[src/rtl/motor_pkg.sv]
// Shared definitions for the motor PWM driver: channel state encoding and
// default parameter values.
package motor_pkg;

  typedef enum logic [1:0] {
    ST_IDLE      = 2'd0,
    ST_RAMP_UP   = 2'd1,
    ST_RUN       = 2'd2,
    ST_RAMP_DOWN = 2'd3
  } chan_state_t;

  localparam int DEF_PWM_BITS  = 8;
  localparam int DEF_RAMP_STEP = 64;
  localparam int DEF_MAX_DUTY  = 255;

endpackage

[src/rtl/motor_ramp_channel.sv]
// One motor channel: ramp FSM, duty register and zero-lag PWM output register.
//
// state        | meaning
// -------------+----------------------------------------------
// ST_IDLE      | duty 0, motor off
// ST_RAMP_UP   | duty climbing by RAMP_STEP per period
// ST_RUN       | duty at MAX_DUTY
// ST_RAMP_DOWN | duty falling by RAMP_STEP per period
module motor_ramp_channel
  import motor_pkg::*;
#(
  parameter int PWM_BITS  = DEF_PWM_BITS,
  parameter int RAMP_STEP = DEF_RAMP_STEP,
  parameter int MAX_DUTY  = DEF_MAX_DUTY
) (
  input  logic                clk,
  input  logic                reset,
  input  logic                req,
  input  logic                boundary,
  input  logic [PWM_BITS-1:0] cnt_nxt,
  output logic                pwm,
  output logic                busy
);

  localparam logic [PWM_BITS:0]   STEP_W = (PWM_BITS+1)'(RAMP_STEP);
  localparam logic [PWM_BITS-1:0] STEP_N = PWM_BITS'(RAMP_STEP);
  localparam logic [PWM_BITS:0]   MAX_W  = (PWM_BITS+1)'(MAX_DUTY);
  localparam logic [PWM_BITS-1:0] MAX_N  = PWM_BITS'(MAX_DUTY);

  chan_state_t         state;
  logic [PWM_BITS-1:0] duty;
  logic [PWM_BITS:0]   sum;
  logic [PWM_BITS-1:0] duty_up;
  logic [PWM_BITS-1:0] duty_dn;
  chan_state_t         up_state;
  chan_state_t         dn_state;

  // Extra bit on the sum so a step past the ceiling clamps instead of wrapping.
  assign sum      = {1'b0, duty} + STEP_W;
  assign duty_up  = (sum >= MAX_W) ? MAX_N : sum[PWM_BITS-1:0];
  assign duty_dn  = ({1'b0, duty} > STEP_W) ? (duty - STEP_N) : '0;
  assign up_state = (duty_up == MAX_N) ? ST_RUN : ST_RAMP_UP;
  assign dn_state = (duty_dn == '0) ? ST_IDLE : ST_RAMP_DOWN;

  assign busy = (state == ST_RAMP_UP) || (state == ST_RAMP_DOWN);

  // pwm is loaded with the compare against next-cycle count and duty, so it
  // lines up with cnt in the cycle it is visible.
  always_ff @(posedge clk) begin
    if (reset) begin
      state <= ST_IDLE;
      duty  <= '0;
      pwm   <= 1'b0;
    end else begin
      pwm <= (cnt_nxt < duty);
      if (boundary) begin
        case (state)
          ST_IDLE: begin
            if (req) begin
              duty <= duty_up; state <= up_state; pwm <= (cnt_nxt < duty_up);
            end
          end
          ST_RAMP_UP, ST_RAMP_DOWN: begin
            if (req) begin
              duty <= duty_up; state <= up_state; pwm <= (cnt_nxt < duty_up);
            end else begin
              duty <= duty_dn; state <= dn_state; pwm <= (cnt_nxt < duty_dn);
            end
          end
          ST_RUN: begin
            if (!req) begin
              duty <= duty_dn; state <= dn_state; pwm <= (cnt_nxt < duty_dn);
            end
          end
          default: begin
            duty <= '0; state <= ST_IDLE; pwm <= 1'b0;
          end
        endcase
      end
    end
  end

endmodule

[src/rtl/motor_pwm_driver.sv]
// Two-channel ramped PWM motor driver: shared period counter and boundary
// strobe feeding two independent ramp channels.
module motor_pwm_driver
  import motor_pkg::*;
#(
  parameter int PWM_BITS  = DEF_PWM_BITS,
  parameter int RAMP_STEP = DEF_RAMP_STEP,
  parameter int MAX_DUTY  = DEF_MAX_DUTY
) (
  input  logic clk,
  input  logic reset,
  input  logic motorLeft,
  input  logic motorRight,
  output logic pwmLeft,
  output logic pwmRight,
  output logic busyLeft,
  output logic busyRight
);

  logic [PWM_BITS-1:0] cnt;
  logic [PWM_BITS-1:0] cnt_nxt;
  logic                boundary;

  assign cnt_nxt  = cnt + 1'b1;
  assign boundary = (cnt == '1);

  always_ff @(posedge clk) begin
    if (reset) cnt <= '0;
    else       cnt <= cnt_nxt;
  end

  motor_ramp_channel #(
    .PWM_BITS (PWM_BITS),
    .RAMP_STEP(RAMP_STEP),
    .MAX_DUTY (MAX_DUTY)
  ) u_left (
    .clk     (clk),
    .reset   (reset),
    .req     (motorLeft),
    .boundary(boundary),
    .cnt_nxt (cnt_nxt),
    .pwm     (pwmLeft),
    .busy    (busyLeft)
  );

  motor_ramp_channel #(
    .PWM_BITS (PWM_BITS),
    .RAMP_STEP(RAMP_STEP),
    .MAX_DUTY (MAX_DUTY)
  ) u_right (
    .clk     (clk),
    .reset   (reset),
    .req     (motorRight),
    .boundary(boundary),
    .cnt_nxt (cnt_nxt),
    .pwm     (pwmRight),
    .busy    (busyRight)
  );

endmodule

[config.mk]
export PLATFORM = sky130hd
export DESIGN_NAME = motor_pwm_driver
export DESIGN_NICKNAME = d
export VERILOG_FILES = /design/src/rtl/motor_pkg.sv /design/src/rtl/motor_ramp_channel.sv /design/src/rtl/motor_pwm_driver.sv
export SDC_FILE = /design/constraint.sdc
export NUM_CORES = 1
export LEC_CHECK = 0
export ABC_AREA = 1
export CAP_MARGIN = 20
export CORE_ASPECT_RATIO = 1.1
export CORE_UTILIZATION = 54
export CTS_BUF_LIST = sky130_fd_sc_hd__clkbuf_4
export CTS_CLUSTER_DIAMETER = 100
export DETAILED_ROUTE_END_ITERATION = 8
export PLACE_DENSITY = 0.72
export SETUP_SLACK_MARGIN = 0.1
export SYNTH_ARGS = -nofsm -noshare
export SYNTH_HDL_FRONTEND = slang
export SYNTH_SLANG_ARGS = --single-unit
export TNS_END_PERCENT = 20
[constraint.sdc]
create_clock -name clk -period 6.2 [get_ports clk]
set_input_delay 1.24 -clock clk [delete_from_list [all_inputs] [get_ports clk]]
set_output_delay 1.24 -clock clk [all_outputs]
set_load 0.05 [all_outputs]
Word level (Yosys, flattened, before mapping)
Index checks and enable logic that the tools add are counted.
{ "word_totals": {"romBits": 0, "memories": 0, "latch_bits": 0, "inputBits": 4, "reg_bits": 30, "ramBits": 0} }
{ "classes": {"muxes": 34, "n_eq_ne": 13, "n_reduce_logical": 10, "n_lt_le_gt_ge": 10, "n_shift": 0, "multipliers": 0, "bitwise_logic": 0, "div_mod_pow": 0, "add_sub_neg": 5} }
{ "op_table": {"columns": ["cell", "count"], "rows": [
  ["two-way mux 8 bit", 10],
  ["less-than comparator 8 bit", 6],
  ["one-hot mux 8 bit (3 select lines)", 2],
  ["equality test 8 bit (second input constant)", 3],
  ["two-way mux 2 bit", 10],
  ["adder 8 x 7 -> 9 bit (second input constant)", 2],
  ["greater-or-equal comparator 9 x 8 -> 1 bit (second input constant)", 2],
  ["> comparator 8 x 7 -> 1 bit (second input constant)", 2],
  ["zero test 8 bit", 2],
  ["subtractor 8 x 7 -> 8 bit (second input constant)", 2],
  ["one-hot mux 2 bit (3 select lines)", 2],
  ["adder 8 x 1 -> 8 bit (second input constant)", 1],
  ["equality test 2 bit (second input constant)", 4],
  ["two-way mux 1 bit", 8],
  ["inequality test 2 bit (second input constant)", 4],
  ["one-hot mux 1 bit (3 select lines)", 2],
  ["AND reduction 3 bit", 2],
  ["equality test 2 x 1 -> 1 bit (second input constant)", 2],
  ["zero test 2 bit", 2],
  ["OR reduction 2 bit", 2],
  ["logical OR 1 bit", 2]
]} }

Depth between registers and ports, before layout
{ "depth": {"ltp_word": 7, "mapped_depth": 18} }

Hierarchy
From an unflattened synthesis, not the netlist that was laid out.
{ "unflattened": {"hier_cells": 451, "area_unflattened_um2": 3022.9} }
{ "modules_own_cells": {"columns": ["module", "instances", "area_each_um2", "cells_each", "seq_area_each_um2"], "rows": [
  ["motor_ramp_channel at u_right", 1, 1342.5, 199, 220.2],
  ["motor_ramp_channel at u_left", 1, 1303.8, 196, 220.2],
  ["motor_pwm_driver", 1, 376.6, 56, 160.2]
]} }

Worst setup path before layout
Ideal clock, no wire load.
{ "synth_timing": {"path_type": "in2reg", "from": "input motorLeft", "to": "register u_left.duty[6]", "setup_ps": 116, "setup_slack_ps": 3985, "stages": 10, "arrival_ps": 2098, "path_cell_list": "inv_1 > nor2_2 > nor2_2 > nor2_4 > inv_2 > buf_6 > a21oi_2 > o21ai_1 > o211ai_1 > inv_1"} }
{ "synth_via": {"elab_chain_cells": 2, "word_cells_on_any_way": 5, "classes_between": "eq/ne: 2; mux: 2; reduce/logical: 1"} }
{ "synth_lines": {"columns": ["element", "line_no", "source"], "rows": [
  ["start: declaration", "motor_pwm_driver.sv:12", "input logic motorLeft,"],
  ["two-way mux 8 bit or inequality test 2 bit (tied branches)", null, null],
  ["one-hot mux 8 bit (3 select lines) or AND reduction 3 bit (tied branches)", null, null],
  ["end signal: assignment", "motor_ramp_channel.sv:60", "duty <= duty_up; state <= up_state; pwm <= (cnt_nxt < duty_up);"],
  ["end signal: assignment", "motor_ramp_channel.sv:65", "duty <= duty_up; state <= up_state; pwm <= (cnt_nxt < duty_up);"],
  ["end signal: assignment", "motor_ramp_channel.sv:67", "duty <= duty_dn; state <= dn_state; pwm <= (cnt_nxt < duty_dn);"],
  ["end: declaration", "motor_ramp_channel.sv:31", "logic [PWM_BITS-1:0] duty;"]
]} }
Several ways; a longest one is shown, not always the timed one.
A chain may end at the register's enable or synchronous reset.

Worst setup path after layout
{ "layout_timing": {"from": "register u_right.state[0]", "to": "output busyRight"} }
{ "layout_via": {"elab_chain_cells": 2, "word_cells_on_any_way": 3, "classes_between": "eq/ne: 2; reduce/logical: 1"} }
{ "layout_lines": {"columns": ["element", "line_no", "source"], "rows": [
  ["start: declaration", "motor_ramp_channel.sv:30", "chan_state_t state;"],
  ["start signal: assignment", "motor_ramp_channel.sv:60", null],
  ["start signal: assignment", "motor_ramp_channel.sv:65", null],
  ["start signal: assignment", "motor_ramp_channel.sv:67", null],
  ["equality test 2 x 1 -> 1 bit or equality test 2 bit (tied branches)", "motor_ramp_channel.sv:45", "assign busy = (state == ST_RAMP_UP) || (state == ST_RAMP_DOWN);"],
  ["logical OR 1 bit (*)", "motor_ramp_channel.sv:45", null],
  ["end: declaration", "motor_pwm_driver.sv:17", "output logic busyRight"]
]} }
Mark *: on every way between the ends. The rest lies on a longest branch, timed or not.

==> flow_summary.toml <==
[logic_synthesis]
seq_area_frac_synth = 0.208
syn_avg_cell_area_sq_um = 6.58
synth_area_leaders = "ha_1 (22%), dfxtp_1 (21%), nand2_1 (15%), inv_1 (8.2%), nor2_1 (7.3%)"
yosysTopAreaCellShare = 0.217
synth-seq-cells = 30
synth_ff_type = "dfxtp_1"
syn-num-nets = 493
synthTopCellsByCount = "nand2_1 (112), inv_1 (63), nor2_1 (56)"
yosysMostFrequentCell = "nand2_1"
synth-edff-count = 0
synth_cell_types = 31
async_reset_ff_frac = 0
yosysTopAreaCell = "ha_1"
syn_area_sq_um = 2890
netlist_instances = 439
yosys_warnings = 0

[floorplanning]
die_w_um = 71.7
dieArea_sq_um = 5640
die_h_um = 78.7
num_rows = 27
core_area_sq_um = 5070
initial_core_util = 0.570
ios = 8

[critical_path]
startpoint = "u_right.state[0]"
crit_arrival_ns = 1.82
crit_path_start_kind = "flip-flop"
critPathTopFamily = "buffers and inverters"
crit_type = "reg -> out"
slowest_stage = "clkdlybuf4s50_1"
cpPeakStageDelay_ns = 0.88
end_kind = "output port"
required_ns = 4.96
crit_fanout = 10
r2r_start = "cnt[0]"
cp_cell_sequence = "clkdlybuf4s50_1"
critical_path_buf_inv_count = 1

[sta]
slew_headroom = 0.506
period_needed_ns = 3.06
finalHoldViolCount = 0
rsz0062_at_grt = "no"
drv_slew = 0
timing.hold.ws_ns = 0.489
setup-tns-final_ns = 0
setup_viol_count_final = 0
tightest_slew_ns = 0.739
finalCritPeriodShare = 0.494
fin_skew_ns = 0.0154
max_freq_mhz = 326

[global_routing]
grt_pass1_wl_um = 11900
grt_use_total = 0.267
grt_remaining_overflow = 0
grt_pass1_vias = 2623
grt_max_degree = 27
antenna_found_initial = 0

[clock_network]
cts_tree = "done"
clock_latency_ns = 0.34
clk_pin_slew_ns = 0.12
numCtsBuffers = 5
cts_buffer_depth = 2
clockRootBuffer = "clkbuf_4"
ctsResizeCount = 0
holdBufCountCts = 0
postCtsSetupBuffers = 0
h-tree-depth = 2
cts_sinks = 30

[final_layout]
antenna_cells = 0
fillers = 492
instances_no_fill = 504
fin_nets = 499
drive_above_1_share = 0.0628
multi_input_area_sq_um = 1970
seq_area_sq_um = 601
syn_to_final_growth_pct = 5.11

[pwr]
peakVddDrop_mv = 0.0658
pwr-share-comb = 0.192
power.switching_mw = 0.129
power_density_nw_per_um2 = 130
seq_power_share = 0.504
cellInternalPower_mw = 0.267
switching_share = 0.325
leakage_nw = 1.47
clockPowerShare = 0.304

[run_status]
outcome = "completed"

[route]
dr.pass1.iters = 4
wl_per_cell_um = 13.5
avgViaCountPerCell = 5.42
postRouteAntennaNets = 0
drc = 0
drtIter0Drc = 113
via_count = 2732
routed_wl_um = 6790

[run]
cap_viol_max_count = 0

[worst_hold_path]
hp-class = "reg -> reg"
hp-start = "u_left.state[1]"

[placement]
dp_cells = 496
place_congestion = 0.823
dp_hpwl_um = 5300
io_buffers = 7
==> cell families (layout without fill, tap and decap cells) <==
logic type	Yosys count	after routing	share of synthesized area
buffers and inverters	78	85	0.110
AND/OR/NAND/NOR	197	197	0.289
adder cells (fa/ha/maj)	50	50	0.217
flip-flops	30	30	0.208
XOR/XNOR	4	4	0.0121
AO/OA/AOI/OAI	80	80	0.164
==> metal layers <==
| layer | GRT usage | wire length [um] | vias to the layer above |
|---|---|---|---|
| met5 | 0 | 0 | - |
| met4 | 0.0902 | 115 | 0 |
| met3 | 0.0385 | 221 | 11 |
| met2 | 0.475 | 3430 | 44 |
| met1 | 0.326 | 3020 | 1227 |
| li1 | - | - | 1450 |
==> power groups by stage <==
| stage | logic (mW) | registers (mW) | clock network (mW) |
|---|---|---|---|
| after global routing | 0.0881 | 0.200 | 0.131 |
| after CTS | 0.0770 | 0.199 | 0.123 |
| after global placement | 0.0757 | 0.203 | 0 |
| after floorplan | 0.0482 | 0.209 | 0 |
| after detailed placement | 0.0766 | 0.204 | 0 |
| final | 0.0759 | 0.199 | 0.120 |
==> registers in the layout, summed over array words and instances (netlist names) <==
register and cells:
u_left.pwm 1, cnt 8, u_right.state 2, u_right.pwm 1, u_left.duty 8, u_right.duty 8
u_left.state 2
==> final cells by class <==
type                    count  share of cell area
repair buffers              8              0.0256
inverters                  69              0.0862
clock buffers               5              0.0124
clock inverters             3             0.00536
flip-flops and latches     30               0.198
multi-input cells         331               0.649
well taps                  58              0.0239
==> path summary, 6_finish.rpt <==
kind / to / slack [ns] / cells after the start
hold reg to reg: u_left.state[1] / 0.49 / 2
setup reg to reg: u_left.pwm / 3.56 / 12
setup / recovery: busyRight / 3.14 / 1
hold / removal: u_left.state[1] / 0.49 / 2
==> cells in the final DEF, fill, tap and decap left out <==
master and instances:
nand2_4 1, nand4_1 8, nor2_1 56, a211oi_1 4
a21oi_2 3, nor2_2 5, buf_4 1, inv_2 3
nor3_1 2, nand3_1 7, clkinv_2 3, a221o_1 1
nand2_1 112, nor2_4 2, o21bai_1 1, clkinv_1 2
nand3_2 2, o21ai_1 1, nand2_2 1, dfxtp_1 30
ha_1 50, o32ai_1 1, clkdlybuf4s50_1 7, o221ai_1 3
clkbuf_4 5, a21oi_1 37, inv_1 63, clkinvlp_4 1
nand3_4 1, xor2_1 4, o211ai_1 11, o21ai_0 17
a31oi_1 1
==> per-stage QoR <==
step           area [sq um]  worst slack [ns]  total power [mW]   util
2_1_floorplan          2890              3.99             0.258      -
3_3_place_gp           2980              3.36             0.279  0.588
3_5_place_dp           2980              3.29             0.280  0.588
4_1_cts                3030              3.13             0.399  0.599
5_1_grt                3030              3.07             0.419  0.599
6_report               3030              3.14             0.395  0.599
(Power assumes the default switching activity.)
